<file path="src/rtl/alu_seq_pkg.sv">
// Shared types for the ALU op sequencer: ALU mode encodings, the program word
// layout and the sequencer state encoding.
package alu_seq_pkg;

    localparam int SEQ_DW = 4;
    localparam int SEQ_MW = 3;
    localparam int SEQ_PW = SEQ_MW + 1 + SEQ_DW;

    // Mode-select encodings understood by the downstream registered ALU
    typedef enum logic [SEQ_MW-1:0] {
        NOT_A   = 3'b000,
        ADD_ABC = 3'b001,
        AND_AB  = 3'b010,
        OR_AB   = 3'b011,
        XOR_AB  = 3'b100,
        ROT_AC  = 3'b101,
        ZERO    = 3'b110,
        ONE     = 3'b111
    } alu_mode_e;

    // One program word: operation, stop-after-this flag, immediate B operand
    typedef struct packed {
        alu_mode_e          mode;
        logic               halt;
        logic [SEQ_DW-1:0]  imm;
    } prog_word_t;

    // Sequencer control states
    typedef enum logic [1:0] {
        IDLE    = 2'd0,
        ISSUE   = 2'd1,
        CAPTURE = 2'd2,
        DONE    = 2'd3
    } seq_state_e;

    // Builds a program word from its fields
    function automatic prog_word_t make_word(input alu_mode_e mode,
                                             input logic halt,
                                             input logic [SEQ_DW-1:0] imm);
        prog_word_t w;
        w.mode = mode;
        w.halt = halt;
        w.imm  = imm;
        return w;
    endfunction

endpackage

</file>
<file path="src/rtl/alu_prog_mem.sv">
// Program store for the sequencer: register file with one synchronous write
// port and one combinational read port. Contents are deliberately not reset
// so a program survives a reset of the control logic.
module alu_prog_mem #(
    parameter int DEPTH = 16,
    parameter int PW    = 8,
    localparam int AW   = $clog2(DEPTH)
) (
    input  logic          clock,
    input  logic          we,
    input  logic [AW-1:0] waddr,
    input  logic [PW-1:0] wdata,
    input  logic [AW-1:0] raddr,
    output logic [PW-1:0] rdata
);

    logic [PW-1:0] mem [DEPTH];

    // Write port: one word per clock when enabled
    always_ff @(posedge clock) begin
        if (we) begin
            mem[waddr] <= wdata;
        end
    end

    assign rdata = mem[raddr];

endmodule

</file>
<file path="src/rtl/alu_op_sequencer.sv">
// Upstream control stage for the registered 4-bit ALU. Issues one program
// word at a time, waits one cycle for the registered result, then folds the
// result and carry-out back in as the next A operand and C input.
module alu_op_sequencer
    import alu_seq_pkg::*;
#(
    parameter int DEPTH = 16,
    parameter int DW    = 4,
    parameter int MW    = 3,
    localparam int AW   = $clog2(DEPTH),
    localparam int PW   = MW + 1 + DW
) (
    input  logic          clock,
    input  logic          reset,
    input  logic          prog_we,
    input  logic [AW-1:0] prog_addr,
    input  logic [PW-1:0] prog_data,
    input  logic          start,
    input  logic [DW-1:0] init_acc,
    input  logic          init_carry,
    input  logic          abort,
    output logic [MW-1:0] alu_mode,
    output logic [DW-1:0] alu_a,
    output logic [DW-1:0] alu_b,
    output logic          alu_c,
    input  logic [DW-1:0] alu_result,
    input  logic          alu_cout,
    output logic          busy,
    output logic          done,
    output logic [DW-1:0] acc_out,
    output logic          carry_out,
    output logic [AW-1:0] pc,
    output logic          prog_err
);

    seq_state_e    state;
    seq_state_e    state_next;

    logic [AW-1:0] pc_q;
    logic [DW-1:0] acc_q;
    logic          carry_q;
    logic [MW-1:0] mode_q;
    logic [DW-1:0] imm_q;
    logic          prog_err_q;

    logic [PW-1:0] rd_word;
    logic [MW-1:0] cur_mode;
    logic          cur_halt;
    logic [DW-1:0] cur_imm;
    logic          pc_last;
    logic          in_idle;
    logic          start_ok;
    logic          mem_we;

    // Program writes only land while idle; a write to word 0 on the start
    // edge is still seen by the first issue because the read is combinational.
    assign in_idle  = (state == IDLE);
    assign start_ok = in_idle && start;
    assign mem_we   = in_idle && prog_we;

    alu_prog_mem #(
        .DEPTH (DEPTH),
        .PW    (PW)
    ) u_prog_mem (
        .clock (clock),
        .we    (mem_we),
        .waddr (prog_addr),
        .wdata (prog_data),
        .raddr (pc_q),
        .rdata (rd_word)
    );

    assign cur_mode = rd_word[PW-1 -: MW];
    assign cur_halt = rd_word[DW];
    assign cur_imm  = rd_word[DW-1:0];
    assign pc_last  = (pc_q == AW'(DEPTH - 1));

    // State register
    always_ff @(posedge clock or negedge reset) begin
        if (!reset) begin
            state <= IDLE;
        end else begin
            state <= state_next;
        end
    end

    // Next-state logic; abort wins over halt and end-of-memory
    always_comb begin
        state_next = state;
        case (state)
            IDLE: begin
                if (start) begin
                    state_next = ISSUE;
                end
            end
            ISSUE: begin
                state_next = abort ? DONE : CAPTURE;
            end
            CAPTURE: begin
                if (abort || cur_halt || pc_last) begin
                    state_next = DONE;
                end else begin
                    state_next = ISSUE;
                end
            end
            DONE: begin
                state_next = IDLE;
            end
            default: begin
                state_next = IDLE;
            end
        endcase
    end

    // Program counter, accumulator and carry: loaded at start, updated only
    // by a non-aborted capture; pc stops on the last word instead of wrapping
    always_ff @(posedge clock or negedge reset) begin
        if (!reset) begin
            pc_q    <= '0;
            acc_q   <= '0;
            carry_q <= 1'b0;
        end else begin
            case (state)
                IDLE: begin
                    if (start) begin
                        pc_q    <= '0;
                        acc_q   <= init_acc;
                        carry_q <= init_carry;
                    end
                end
                CAPTURE: begin
                    if (!abort) begin
                        acc_q   <= alu_result;
                        carry_q <= alu_cout;
                        if (!cur_halt && !pc_last) begin
                            pc_q <= pc_q + AW'(1);
                        end
                    end
                end
                default: begin
                    pc_q <= pc_q;
                end
            endcase
        end
    end

    // Remember the last issued mode and immediate so the ALU inputs stay
    // put outside the issue cycle even if pc or memory contents move on
    always_ff @(posedge clock or negedge reset) begin
        if (!reset) begin
            mode_q <= '0;
            imm_q  <= '0;
        end else if (state == ISSUE) begin
            mode_q <= cur_mode;
            imm_q  <= cur_imm;
        end
    end

    // Sticky error for program writes attempted mid-run; an accepted start clears it
    always_ff @(posedge clock or negedge reset) begin
        if (!reset) begin
            prog_err_q <= 1'b0;
        end else if (start_ok) begin
            prog_err_q <= 1'b0;
        end else if (prog_we && !in_idle) begin
            prog_err_q <= 1'b1;
        end
    end

    assign alu_mode  = (state == ISSUE) ? cur_mode : mode_q;
    assign alu_b     = (state == ISSUE) ? cur_imm  : imm_q;
    assign alu_a     = acc_q;
    assign alu_c     = carry_q;

    assign busy      = !in_idle;
    assign done      = (state == DONE);
    assign acc_out   = acc_q;
    assign carry_out = carry_q;
    assign pc        = pc_q;
    assign prog_err  = prog_err_q;

endmodule
</file>
<file path="config.mk">
export PLATFORM = sky130hd
export DESIGN_NAME = alu_op_sequencer
export DESIGN_NICKNAME = d
export VERILOG_FILES = /design/src/rtl/alu_seq_pkg.sv /design/src/rtl/alu_prog_mem.sv /design/src/rtl/alu_op_sequencer.sv
export SDC_FILE = /design/constraint.sdc
export NUM_CORES = 1
export LEC_CHECK = 0
export BUFFER_PORTS_ARGS = -buffer_cell sky130_fd_sc_hd__buf_2
export CAP_MARGIN = 20
export CORE_MARGIN = 10
export CORE_UTILIZATION = 45
export CTS_BUF_LIST = sky130_fd_sc_hd__clkbuf_8
export DETAILED_ROUTE_END_ITERATION = 16
export PLACE_DENSITY = 0.72
export SLEW_MARGIN = 20
export SYNTH_ARGS = -nofsm -noshare
export SYNTH_HDL_FRONTEND = slang
export SYNTH_SLANG_ARGS = --single-unit
</file>
<file path="constraint.sdc">
create_clock -name clock -period 3.4 [get_ports clock]
set_clock_uncertainty 0.1 [all_clocks]
set_input_delay 0 -clock clock [delete_from_list [all_inputs] [get_ports clock]]
set_output_delay 0 -clock clock [all_outputs]
set_load 0.02 [all_outputs]
</file>
==> results.sh <==
export IMPL_crit_chain="buf_12 -> buf_4 -> mux4_2 -> mux2i_1 -> nor3_1 -> a221o_1 -> buf_2"
export IMPL_post_drt_wl_per_cell_um=21.45
export IMPL_syn2layout_area_growth_pct=18.81
export IMPL_count_of_standard_cell_rows=41
export IMPL_largest_net_degree_at_the_start_of_global_routing=24
export IMPL_post_route_period_util=0.8493
export IMPL_final_max_slew_viol_count=0
export IMPL_placed_area_um2=6321
export IMPL_synth_cells=322
export IMPL_start_kind="flip-flop"
export IMPL_cp_end_kind="output port"
export IMPL_vias_in_the_first_global_route=3420
export IMPL_vdd_drop_max_uv=349.1
export IMPL_synth_net_count=350
export IMPL_drt_pass1_iterations=5
export IMPL_cp_required_ps=3300
export IMPL_fp_dieArea_um2=18040
export IMPL_critPathTopFamily="flip-flops"
export IMPL_max_clock_path_buffers=2
export IMPL_slew_limit_headroom=0.3604
export IMPL_mostFrequentLayoutCell="sky130_fd_sc_hd__edfxtp_1"
export IMPL_synth_top_flop_cell="sky130_fd_sc_hd__edfxtp_1"
export IMPL_post_synth_num_cell_types=41
export IMPL_critPathKind="reg -> out"
export IMPL_finalWorstPathRequiredPeriod_ps=2888
export IMPL_synth_edff_count=128
export IMPL_drt_initial_drc_count=318
export IMPL_cp_num_buf_inv=3
export IMPL_tritoncts="built"
export IMPL_total_global_routing_overflow=0
export IMPL_grt_antenna_before_repair=0
export IMPL_synthDominantAreaCellType="sky130_fd_sc_hd__edfxtp_1"
export IMPL_post_cts_buffers=0
export IMPL_timing_critical_path_fanout_max=19
export IMPL_tritoncts_num_sinks=147
export IMPL_finish_cell_count_without_fillers=589
export IMPL_post_synth_main_area_contributors="sky130_fd_sc_hd__edfxtp_1 65%, sky130_fd_sc_hd__mux4_2 11%, sky130_fd_sc_hd__dfrtp_1 8.1%"
export IMPL_syn_cell_area_um2=5879
export IMPL_yosys_register_bits=147
export IMPL_finalNetCount=433
export IMPL_yosys_area_top_type_share=0.6538
export IMPL_hold_viol_final=0
export IMPL_clk_insertion_delay_late_ps=450
export IMPL_max_cap_violations=0
export IMPL_yosys_warnings=0
export IMPL_lkg_pwr_nw=2.494
export IMPL_postRouteAntennaNets=0
export IMPL_max_freq_ghz=0.3463
export IMPL_layout_drive_gt1_share=0.2950
export IMPL_cts_root_buffer="sky130_fd_sc_hd__clkbuf_8"
export IMPL_grt_util_all_layers=0.1475
export IMPL_critical_path_max_stage_delay_ps=760
export IMPL_critical_path_slowest_stage_cell="sky130_fd_sc_hd__dfrtp_1"
export IMPL_holdCritPathClass="in -> reg"
export IMPL_finalWirelength_um=12640
export IMPL_post_synth_cell_area_avg_um2=18.26
export IMPL_seq_total_area_yosys=0.7346
export IMPL_total_power_mw=4.817
export IMPL_fillers=1025
export IMPL_buffers_added_on_ports=50
export IMPL_run_status="completed"
export IMPL_grt_first_pass_wirelength_um=19700
export IMPL_floorplan_core_area_um2=12720
export IMPL_worstMarginPinSlew_ps=956.3
export IMPL_holdBufCountCts=26
export IMPL_initial_utilization=0.4621
export IMPL_timing_critical_path_arrival_ps=2790
export IMPL_power_per_cell_area_nw_per_um2=689.5
export IMPL_antenna_cells=0
export IMPL_die_width_um=134.3
export IMPL_dp_final_hpwl_um=8194
export IMPL_cts_max_level=4
export IMPL_rsz0062_at_grt="no"
export IMPL_design_portCount=51
export IMPL_floorplan_die_height_um=134.3
export IMPL_final_standard_cell_area_without_fillers_um2=6985
export IMPL_cts_repair_resized=0
export IMPL_cts_reportedPaths_clkPinSlew_ps=70
export IMPL_place_gp_congestion=0.8033
export IMPL_tns_ps=0
export IMPL_layout_common_cells="128 x sky130_fd_sc_hd__edfxtp_1, 50 x sky130_fd_sc_hd__buf_2, 30 x sky130_fd_sc_hd__mux4_2, 29 x sky130_fd_sc_hd__nand2_1, 26 x sky130_fd_sc_hd__dlygate4sd3_1"
export IMPL_synthArstFlopShare=0.1293
export IMPL_avgViaCountPerCell=5.470
export IMPL_cts_made_buffers=17
export IMPL_vias=3222
export IMPL_detail_route_drc_violations=0
export IMPL_place_detailed_instances=532
export IMPL_setup_viol=0
## cells in the mapped netlist, types with 5 or more instances
| library cell | number |
|---|---|
| sky130_fd_sc_hd__mux4_2 | 30 |
| sky130_fd_sc_hd__a221o_1 | 7 |
| sky130_fd_sc_hd__dfrtp_1 | 19 |
| sky130_fd_sc_hd__o21ai_0 | 5 |
| sky130_fd_sc_hd__buf_4 | 6 |
| sky130_fd_sc_hd__nand2_1 | 29 |
| sky130_fd_sc_hd__nor2_1 | 17 |
| sky130_fd_sc_hd__nand2b_1 | 5 |
| sky130_fd_sc_hd__mux2i_1 | 15 |
| sky130_fd_sc_hd__clkbuf_1 | 8 |
| sky130_fd_sc_hd__edfxtp_1 | 128 |
| sky130_fd_sc_hd__nor3_1 | 11 |
## worst paths after layout
kind / depth (start not counted) / endpoint / from / slack (ps)
min reg2reg: 2 / acc_out[0] / acc_out[0] / 410
min in group asynchronous: 3 / acc_out[1] / reset / 680
max: 7 / alu_b[2] / pc[1] / 510
max reg2reg: 5 / u_prog_mem.mem[12][6] / state[0] / 820
max in group asynchronous: 3 / pc[0] / reset / 1870
min: 3 / u_prog_mem.mem[7][4] / prog_addr[1] / 140
## flip-flops by register name, indices dropped and copies added (netlist names)
name / cells
state: 2
acc_out: 4
mode_q: 3
prog_err: 1
imm_q: 4
u_prog_mem.mem: 128
pc: 4
alu_c: 1
## tightest hold or removal path: stages
cell and delay (ps):
sky130_fd_sc_hd__buf_2 120, sky130_fd_sc_hd__nand4_1 150, sky130_fd_sc_hd__nor2_1 200
## per-stage QoR
stage,setup WS [ps],hold WS (ps),utilization
finish,512.3,135.9,0.5491
global route,361.5,166.4,0.5491
CTS,451.1,108.1,0.5491
detailed placement,824.9,-113.0,0.4969
global placement,880.9,-118.7,0.4969
floorplan,869.1,-395.6,-
## power by group
group / total [mW] / switching, mW / internal [mW]
registers: 2.19 / 0.108 / 2.08
logic: 1.23 / 0.689 / 0.543
clock network: 1.39 / 0.614 / 0.779
total: 4.82 / 1.41 / 3.41
## cell families (layout without fill, tap and decap cells)
logic type,count (synthesis),in the layout,share of synthesized area
AOI/OAI and AO/OA,27,27,0.03639
adders and majority gates,1,1,0.002128
buffers and inverters,25,120,0.02192
DFF,147,147,0.7346
muxes,47,47,0.1449
and+or+nand+nor,75,75,0.06001
## area by class of cell
class | count | area (um^2) | share of cell area
sequential | 147 | 4320 | 0.6185
multi-input combinational | 150 | 1431 | 0.2049
timing repair buffer | 84 | 595.6 | 0.08526
clock buffer | 17 | 234.0 | 0.03349
tap | 172 | 215.2 | 0.03081
clock inverter | 14 | 170.2 | 0.02436
inverter | 5 | 18.77 | 0.002687
## layer usage
layer | wire length (um) | vias to the layer above | GRT usage
met5 | 0 | - | 0
met4 | 253 | 0 | 0.06651
met3 | 1024 | 19 | 0.05377
met2 | 5847 | 146 | 0.2203
met1 | 5509 | 1617 | 0.1882
li1 | - | 1440 | -
(Power assumes the default switching activity.)
